### src/rtl/s_p_stream.sv
// s_p_stream: serial-to-parallel ping-pong buffer for the FFT datapath.
//
// Collects N serial complex samples per frame into one of two register banks
// and emits the frame as S = N/LANES parallel words of LANES samples each.
// While one bank drains, the other fills, so input can run at one sample per
// cycle indefinitely as long as the downstream keeps accepting words.
//
// Ports:
//   clk        rising-edge clock
//   rst        asynchronous active-high reset
//   in_valid   in_data holds a valid sample
//   in_ready   a sample can be accepted this cycle
//   in_data    serial sample, frame order x[0]..x[N-1]
//   out_valid  out_data holds a valid parallel word
//   out_ready  downstream accepts the word this cycle
//   out_data   parallel word, lane l in bits [(l+1)*DW-1:l*DW]
//   out_first  high with word 0 of a frame
//   out_last   high with word S-1 of a frame
//
// ORDER = 0: lane l of word j = x[j + l*S]  (strided)
// ORDER = 1: lane l of word j = x[j*LANES + l]  (contiguous)

module s_p_stream #(
    parameter int unsigned DW    = 34,
    parameter int unsigned N     = 16,
    parameter int unsigned LANES = 4,
    parameter int unsigned ORDER = 0
) (
    input  logic                  clk,
    input  logic                  rst,
    input  logic                  in_valid,
    output logic                  in_ready,
    input  logic [DW-1:0]         in_data,
    output logic                  out_valid,
    input  logic                  out_ready,
    output logic [LANES*DW-1:0]   out_data,
    output logic                  out_first,
    output logic                  out_last
);

    localparam int unsigned S  = N / LANES;
    localparam int unsigned IW = $clog2(N);
    localparam int unsigned RW = $clog2(S);

    // Bank storage is never reset; the full flags decide what is meaningful.
    logic [DW-1:0]        r_bank [2][N];
    logic [1:0]           r_full;
    logic                 r_wr_bank;
    logic [IW-1:0]        r_wr_idx;
    logic                 r_rd_bank;
    logic [RW-1:0]        r_rd_idx;

    logic                 w_wr_fire;
    logic                 w_wr_done;
    logic                 w_rd_fire;
    logic                 w_rd_done;
    logic [IW-1:0]        w_sel;
    logic [LANES*DW-1:0]  w_out_data;

    // Handshake status depends only on registered state.
    assign in_ready  = ~r_full[r_wr_bank];
    assign out_valid = r_full[r_rd_bank];
    assign out_first = out_valid && (r_rd_idx == '0);
    assign out_last  = out_valid && (r_rd_idx == RW'(S - 1));
    assign out_data  = w_out_data;

    assign w_wr_fire = in_valid && in_ready;
    assign w_wr_done = w_wr_fire && (r_wr_idx == IW'(N - 1));
    assign w_rd_fire = out_valid && out_ready;
    assign w_rd_done = w_rd_fire && (r_rd_idx == RW'(S - 1));

    // Lane gather from the draining bank; zero while no word is presented.
    always_comb begin
        w_out_data = '0;
        w_sel      = '0;
        for (int l = 0; l < int'(LANES); l++) begin
            if (ORDER == 0) begin
                w_sel = IW'(r_rd_idx) + IW'(l * S);
            end else begin
                w_sel = IW'(int'(r_rd_idx) * int'(LANES) + l);
            end
            w_out_data[l*DW +: DW] = r_bank[r_rd_bank][w_sel];
        end
        if (!out_valid) begin
            w_out_data = '0;
        end
    end

    always_ff @(posedge clk) begin
        if (w_wr_fire) begin
            r_bank[r_wr_bank][r_wr_idx] <= in_data;
        end
    end

    // Writer sets full on the bank it just filled; reader clears the bank it
    // just drained. Those are never the same bank in the same cycle.
    always_ff @(posedge clk or posedge rst) begin
        if (rst) begin
            r_full    <= 2'b00;
            r_wr_bank <= 1'b0;
            r_wr_idx  <= '0;
            r_rd_bank <= 1'b0;
            r_rd_idx  <= '0;
        end else begin
            if (w_wr_fire) begin
                if (w_wr_done) begin
                    r_wr_idx  <= '0;
                    r_wr_bank <= ~r_wr_bank;
                    r_full[r_wr_bank] <= 1'b1;
                end else begin
                    r_wr_idx <= r_wr_idx + 1'b1;
                end
            end
            if (w_rd_fire) begin
                if (w_rd_done) begin
                    r_rd_idx  <= '0;
                    r_rd_bank <= ~r_rd_bank;
                    r_full[r_rd_bank] <= 1'b0;
                end else begin
                    r_rd_idx <= r_rd_idx + 1'b1;
                end
            end
        end
    end

endmodule

### config.mk
export PLATFORM = sky130hd
export DESIGN_NAME = s_p_stream
export DESIGN_NICKNAME = d
export VERILOG_FILES = /design/src/rtl/s_p_stream.sv
export SDC_FILE = /design/constraint.sdc
export NUM_CORES = 1
export LEC_CHECK = 0
export CAP_MARGIN = 15
export CORE_AREA = 5 5 503 257
export CTS_BUF_LIST = sky130_fd_sc_hd__clkbuf_2 sky130_fd_sc_hd__clkbuf_4 sky130_fd_sc_hd__clkbuf_8
export CTS_CLUSTER_DIAMETER = 50
export DETAILED_ROUTE_END_ITERATION = 8
export DIE_AREA = 0 0 508 262
export SYNTH_ARGS = -nofsm -noshare
export SYNTH_HDL_FRONTEND = slang
export SYNTH_SLANG_ARGS = --single-unit
### constraint.sdc
create_clock -name clk -period 4.35 [get_ports clk]
set_clock_uncertainty 0.2 [all_clocks]
set_input_delay 0.87 -clock clk [delete_from_list [all_inputs] [get_ports clk]]
set_output_delay 0.87 -clock clk [all_outputs]
set_load 0.01 [all_outputs]
# --- Word level (Yosys, flattened, before mapping) ---
# Memories as Yosys holds them, arrays and structs flattened.
# Cells that the tools add are included.
op_classes:
  n_eq_ne: 2
  magnitude_cmp: 10
  add_sub_neg: 5
  bitwise: 11
  n_reduce_logical: 12
  n_mux: 31
ops:
  columns: ["op", "n"]
  rows:
  - ["34-bit binary-select mux with 4-bit select", 4]
  - ["544-bit 2-to-1 mux", 1]
  - ["34-bit 2-to-1 mux", 9]
  - ["34-bit demux with 4-bit select", 1]
  - ["136-bit 2-to-1 mux", 1]
  - ["5-bit greater-or-equal comparator (second input constant)", 5]
  - ["4-bit inverter with 5-bit output", 4]
  - ["2-bit 2-to-1 mux", 5]
  - ["1-bit logical AND", 9]
  - ["1-bit 2-to-1 mux", 7]
  - ["5-bit by 1-bit < comparator with 1-bit output (second input constant)", 1]
  - ["2-bit inverter with 5-bit output", 1]
  - ["2-bit by 3-bit adder with 4-bit output (second input constant)", 1]
  - ["2-bit by 4-bit adder with 4-bit output (second input constant)", 1]
  - ["3-bit by 3-bit adder with 4-bit output (second input constant)", 1]
  - ["4-bit by 1-bit adder with 4-bit output (second input constant)", 1]
  - ["4-bit == test (second input constant)", 1]
  - ["1-bit by 2-bit < comparator with 1-bit output (second input constant)", 2]
  - ["4-bit 2-to-1 mux", 1]
  - ["2-bit AND reduction", 2]
  - ["1-bit inverter", 3]
  - ["2-bit by 1-bit adder with 2-bit output (second input constant)", 1]
  - ["2-bit AND", 1]
  - ["1-bit demux with 1-bit select", 2]
  - ["5 further kinds", 6]
totals:
  wordCells: 77
  reg_bits: 10
  ramBits: 1088
  memories: 1
  out_inout_bits: 140
  inputBits: 38
mem_list:
  columns: ["memory", "words", "width", "read_ports", "rd_clocked_by_memory_dff", "write_ports", "line_no", "source"]
  rows:
  - ["r_bank", 2, 544, 1, 0, 1, "46", "logic [DW-1:0] r_bank [2][N];"]

# --- Longest topological paths before layout ---
# Gate-level depths: netlist of the first run.
logic_depth:
  depth_word: 10
  mapped_depth: 7
  depth_no_buf: 4

# --- Worst setup path after synthesis of the first run ---
# Ideal clock, no wire load.
synth_timing:
  path_kind: "input to register"
  start: "input port in_valid"
  end: "memory r_bank[0][102] (netlist bit) (enable)"
  arrival_time_ps: 2734
  n_path_buf: 1
  path_slack_ps: 990
  required_ps: 3725
  setup_time_ps: 425
  stages: 3
  path_cell_list: "clkbuf_2 -> nand3_1 -> nor2_1"
synth_via:
  elab_chain_len: 3
synth_rtl:
  columns: ["item", "line_no", "source"]
  rows:
  - ["start: declaration", "31", "input logic in_valid,"]
  - ["1-bit logical AND", "67", "assign w_wr_fire = in_valid && in_ready;"]
  - ["1-bit 2-to-1 mux", "90", "if (w_wr_fire) begin"]
  - ["544-bit 2-to-1 mux (not written as such)", "91", "r_bank[r_wr_bank][r_wr_idx] <= in_data;"]
  - ["end: declaration", "46", null]
# Every way passes these cells.

# --- Worst setup path after layout of the first run ---
layout_timing:
  start: "register r_rd_bank"
  end: "output port out_data[134]"
layout_via:
  elab_chain_len: 5
  elab_cells_between_ends: 7
  classes_between: "6 x mux; 1 x memory"
layout_rtl:
  columns: ["item", "line_no", "source"]
  rows:
  - ["start: declaration", "50", "logic r_rd_bank;"]
  - ["start signal: assignment", "117", "r_rd_bank <= ~r_rd_bank;"]
  - ["memory 2 x 544 bit", null, null]
  - ["34-bit binary-select mux with 4-bit select", "82", "w_out_data[l*DW +: DW] = r_bank[r_rd_bank][w_sel];"]
  - ["34-bit 2-to-1 mux (not written as such) (2 in series)", "82", null]
  - ["136-bit 2-to-1 mux *", "84", "if (!out_valid) begin"]
  - ["end: declaration", "36", "output logic [LANES*DW-1:0] out_data,"]
# Every way passes the cells marked *; elsewhere a longest branch is shown, timed or not. The select of a mux whose other input is x is not followed.

==> reports/metrics.cfg, run 1 <==
[sta]
period_share = 0.993
fmax_ghz = 0.231
worst_pin_slew_ps = 941
maxSlewHeadroom = 0.373
period_needed_ps = 4320
rsz0062_at_grt = yes
setup_viol = 0
report.final.hold_viol_count = 0
drv_slew = 0

[pwr]
power_density_nw_per_um2 = 597
p_seq_frac = 0.407
cellInternalPower_mw = 20.5
max-vdd-ir-drop_mv = 0.423
power.switching_mw = 10.1
leakagePower_nw = 16.1
swShare = 0.331
power_frac_comb = 0.344
pwr-share-clk = 0.249

[routing]
routed_wl_mm = 119
ant_nets = 0
first_iter_violations = 2719
drc = 0
detail_route.first_pass.iterations = 5
wl_per_cell_um = 26.1
routed_via_density = 5.22
vias = 23800

[synthesis]
yosysMostFrequentCell = edfxtp_1
synth_area_um2 = 43200
synth-edff-count = 1088
avgSynthCellArea_um2 = 17.8
syn_inst = 2430
yosysSeqAreaShare = 0.762
synth_xor_area_frac = 0.000203
synth_top_area_share = 0.756
synthFlopType = edfxtp_1
synth_seq_cells = 1098
ys_top_cells_by_count = 1,088 x edfxtp_1, 411 x mux2_2, 136 x nor3_1, 136 x o22ai_1, 133 x o21ai_0
synthSimpleGateAreaFrac = 0.0430
synthAdderAreaFrac = 0.00174
ys_top_cells_by_area = edfxtp_1 76%, mux2_2 11%, o22ai_1 2.0%
syn_nets = 2474
synthArstFlopShare = 0.00911
muxShareOfSynthArea = 0.108
synth.largest_area_cell = edfxtp_1
ys_types = 39
synth-compound-area-share = 0.0651
yosysWarnings = 0
synth_top_family_by_area = multiplexers

[cells_and_area]
finalNetCount = 2805
final_area_um2 = 51300
area_delta_synth_final_pct = 18.6
drive_gt1_frac = 0.334
fin_util = 0.412

[worst_setup_path]
cp-start-kind = flop
required_ps = 3280
reg2reg_to = r_bank[0][285]
end_kind = primary output
critPathArrivalTime_ps = 3250
worst-path-max-fanout = 14
timing.rr.start = r_wr_bank
r2r_slack_ps = 1070
worst-setup-path-type = reg -> out
r2r_cells = 4
endpoint = out_data[134]
cp-startpoint = r_rd_bank

[clock_network]
insertion_delay_ps = 810
cts_max_level = 4
path_clk_slew_ps = 70
postCtsHoldBufs = 0
root_buffer = clkbuf_8
clkSinkCount = 1098
cts_made_buffers = 149
clk_path_buf_depth = 3
tritoncts = yes

[placed_design]
routabilityCongestion = 0.766
dp_hpwl_mm = 66.7
portBuffers = 177
place_area_um2 = 47800

[grt]
grt_overflow = 0
antenna_found_initial = 19
grt_max_degree = 73
grt_pass1_vias = 24000
grt_usage = 0.174
grt_pass1_wl_mm = 168

[floorplanning]
num_rows = 92
die_y_um = 262
ios = 178
fp.dieW_um = 508
start_util = 0.347
core_area_um2 = 125000
dieArea_um2 = 133000

[flow_run]
maxCapViolCount = 0

[run_status]
outcome = complete, no violations

[hold_path]
hp-class = in -> async

power groups by stage:
stage,clock [mW],combinational [mW],sequential (mW)
after floorplan,0,5.97,12.6
after global placement,0,9.77,12.7
after detailed placement,0,9.92,12.7
after CTS,7.79,10.4,12.5
after global routing,8.30,11.2,12.5
final,7.62,10.5,12.5
kinds of logic after synthesis:
logic type	after synthesis
DFF	1098
adders and majority gates	6
and+or+nand+nor	336
muxes	413
buffers and inverters	160
xor gates and xnor gates	1
AOI/OAI and AO/OA	416
cells in the final DEF (no fill, tap or decap), drive strengths merged, types with 21 or more instances in the layout:
| master | synthesis | routed |
|---|---|---|
| edfxtp | 1088 | 1088 |
| o21ai | 138 | 138 |
| nor2 | 34 | 34 |
| and2b | 21 | 21 |
| buf | 100 | 169 |
| clkbuf | 55 | 211 |
| nor3 | 136 | 136 |
| clkinv | 0 | 36 |
| clkdlybuf4s50 | 0 | 151 |
| a211oi | 136 | 136 |
| mux2 | 412 | 412 |
| nor2b | 116 | 116 |
| o22ai | 136 | 136 |
layer usage:
metal	vias to the layer above	GRT usage	routed length, µm
met5	-	0	34
met4	4	0.0448	2260
met3	150	0.0437	11200
met2	1013	0.264	52500
met1	12300	0.251	53000
li1	10300	-	-
through the flow:
step                      TNS, ps  setup WS [ps]  total power, mW  hold WS, ps  std cells
after floorplan                 0            990             18.6          320       2430
after global placement          0            517             22.5          336       4281
after detailed placement        0            472             22.6          365       4281
after CTS                    -131          -33.0             30.6          232       4546
after global routing         -192          -41.4             32.0          266       4559
final                           0           30.3             30.6          255       4561
flip-flops by register name (all words and copies together) (netlist names):
register / cells
r_bank: 1088
r_full: 2
r_wr_idx: 4
r_wr_bank: 1
r_rd_bank: 1
r_rd_idx: 2
worst max-delay path, cell delays in order (launching register included):
cell	delay (ps)
dfrtp_4	470
clkbuf_4	190
mux2_4	290
buf_4	260
o21ai_1	100
nor3_1	460
clkdlybuf4s50_1	650
cell type report:
class                   count  area [µm²]
fillers                 11100       73300
flip-flops and latches   1098       32900
multi-input cells        1172        9990
repair buffers            335        3440
clock buffers             207        2500
well taps                1692        2120
clock inverters            48         262
inverters                   5        18.8
diodes                      4        10.0
how the worst min path moves through the flow:
stage | startpoint | end | slack (ps) | cells after the start
after floorplan | r_full[1] | r_rd_bank | 320 | 1
after global placement | r_full[1] | r_rd_bank | 340 | 1
after detailed placement | r_full[1] | r_rd_bank | 360 | 1
final | rst | r_wr_idx[3] | 250 | 2
after CTS | rst | r_full[0] | 230 | 2
after global routing | rst | r_rd_idx[0] | 270 | 2
repair_timing:
item	CTS	global route
setup endpoints to repair	121	46
endpoints found under the hold margin	0	0
setup buffers	9	8
pin swaps	2	5
gates cloned	1	3
gates resized for setup	74	23
Power figures use the tool's default switching activity.
==> inputs of run 2 (changes only) <==
--- a/config.mk
+++ b/config.mk
@@ -11,6 +11,7 @@
 export CTS_CLUSTER_DIAMETER = 50
 export DETAILED_ROUTE_END_ITERATION = 8
 export DIE_AREA = 0 0 508 262
+export SKIP_LAST_GASP = 1
 export SYNTH_ARGS = -nofsm -noshare
 export SYNTH_HDL_FRONTEND = slang
 export SYNTH_SLANG_ARGS = --single-unit
==> constraint.sdc (replaced) <==
create_clock -name clk -period 3.6 [get_ports clk]
set_clock_uncertainty 0.2 [all_clocks]
set_input_delay 0.54 -clock clk [delete_from_list [all_inputs] [get_ports clk]]
set_output_delay 0.54 -clock clk [all_outputs]
set_load 0.01 [all_outputs]
==> reports/metrics.cfg, run 2 (synthesis results as in run 1) <==
[floorplanning]
start_util = 0.347
num_rows = 92
core_area_um2 = 125000
die_y_um = 262
dieArea_um2 = 133000
ios = 178
fp.dieW_um = 508

[placed_design]
portBuffers = 177
routabilityCongestion = 0.766
dp_cells = 4282
dp_hpwl_mm = 64.3

[clock_network]
clkSinkCount = 1098
path_clk_slew_ps = 70
clk_path_buf_depth = 3
cts_max_level = 4
cts_made_buffers = 146
root_buffer = clkbuf_8
insertion_delay_ps = 800
tritoncts = yes

[cells_and_area]
largest_reg_flops = 1088
final_cell_mix = 1,088 x edfxtp_1, 411 x mux2_2, 151 x clkbuf_8, 131 x buf_4, 113 x nor2b_1
fin_cells = 4630
finalNetCount = 2863
largest_register = r_bank
final_common_cell = edfxtp_1
fin_util = 0.425
area_delta_synth_final_pct = 22.6
reg_top3 = r_bank: 1088 flops, r_wr_idx: 4 flops
drive_gt1_frac = 0.395

[sta]
fmax_ghz = 0.259
drv_slew = 0
setup_viol = 28
period_needed_ps = 3870
worst_pin_slew_ps = 984
report.final.hold_viol_count = 0
setup_slack_ps = -267
rsz0062_at_grt = yes
period_share = 1.07
maxSlewHeadroom = 0.344

[routing]
detail_route.first_pass.iterations = 5
wl_met2_mm = 55.3
routed_via_density = 5.28
met1_length_mm = 54.9
met3_wirelength_mm = 11.9
vias = 24500
ant_nets = 0
drc = 0
first_iter_violations = 2658
top_layer = met5
wl_per_cell_um = 26.8
routed_wl_mm = 124

[worst_setup_path]
end_kind = primary output
worst-setup-path-type = reg -> out
timing.rr.start = r_wr_bank
slowest_delay_ps = 530
required_ps = 2860
critPathArrivalTime_ps = 3130
worst-path-max-fanout = 13
crit_family = buffers and inverters
cp_common_cell = buf_4
cp-start-kind = flop
cp-startpoint = r_rd_bank
crit_chain = buf_4 -> buf_12 -> buf_16 -> buf_16 -> buf_12 -> mux2_2 -> o21ai_1 -> nor3_2 -> buf_4 -> buf_4
slowest_stage = dfrtp_4
worst-path-buf-inv = 7

[grt]
grt_usage = 0.180
grt_pass1_vias = 24300
grt_pass1_wl_mm = 173
antenna_found_initial = 16
grt_overflow = 0
grt_max_degree = 53

[hold_path]
hp-class = in -> reg
worstHoldStart = in_data[20]

[run_status]
violations = negative setup slack
outcome = finished with violations

[pwr]
max-vdd-ir-drop_mv = 0.390
power_density_nw_per_um2 = 743
leakagePower_nw = 17.4

[flow_run]
maxCapViolCount = 0

-- run 2: changes by cell type in the layout (fill, tap and decap cells not counted), sizes merged, moves of 5 or more --
cell and change:
dlygate4sd2 +34, clkinv +23, clkdlybuf4s50 -104, dlymetal6s2s +14, clkbuf +37, bufbuf +5, buf +58
-- run 2: metal layers --
layer  track usage  vias up
li1              -    10500
met1         0.260    12700
met2         0.271     1146
met3        0.0474      159
met4        0.0439        2
met5             0        -
-- run 2: power by group --
group	internal (mW)	switching (mW)
clock network	4.51	4.73
logic	6.67	8.44
registers	14.8	0.225
total	26.0	13.4
-- run 2: final timing paths --
check	end	slack (ps)	cells past startpoint
max in group asynchronous	r_rd_idx[0]	2360	3
worst max-delay path	out_data[34]	-270	10
worst min-delay path	r_bank[1][292]	250	1
worst max register to register	r_bank[0][87]	600	4
min in group asynchronous	r_wr_idx[3]	510	3
worst min register to register	r_full[1]	390	1
-- run 2: layout make-up --
type                            instances  area, µm²
Fill cell                           10900      71600
Multi-Input combinational cell       1172      10500
Clock inverter                         71        395
Sequential cell                      1098      32900
Tap cell                             1692       2120
Clock buffer                          194       2400
Antenna cell                            2       5.00
Timing Repair Buffer                  396       4630
Inverter                                5       18.8
-- run 2: worst reg2reg max path, cell delays in order, from the launching register on --
cell and delay [ps]:
dfrtp_1 600, mux2i_2 490, nand3_1 510, nor2_4 600, buf_12 280
-- run 2: what timing repair did --
item	CTS	global route
endpoints found under the hold margin	10	0
endpoints found under the setup margin	133	117
pin swaps	23	49
setup buffers	29	23
resized for setup	257	259
hold buffers	1	0
cloned	20	12
-- run 2: through the flow --
step	area [µm²]	hold slack, ps	setup WS [ps]	TNS (ps)	total power, mW
finish	53000	246	-267	-2570	39.4
global route	53000	213	-327	-7500	41.1
CTS	52300	184	-307	-11280	38.7
detailed placement	48100	366	174	0	27.5
global placement	48100	359	256	0	27.3
floorplan	43200	180	358	0	22.4
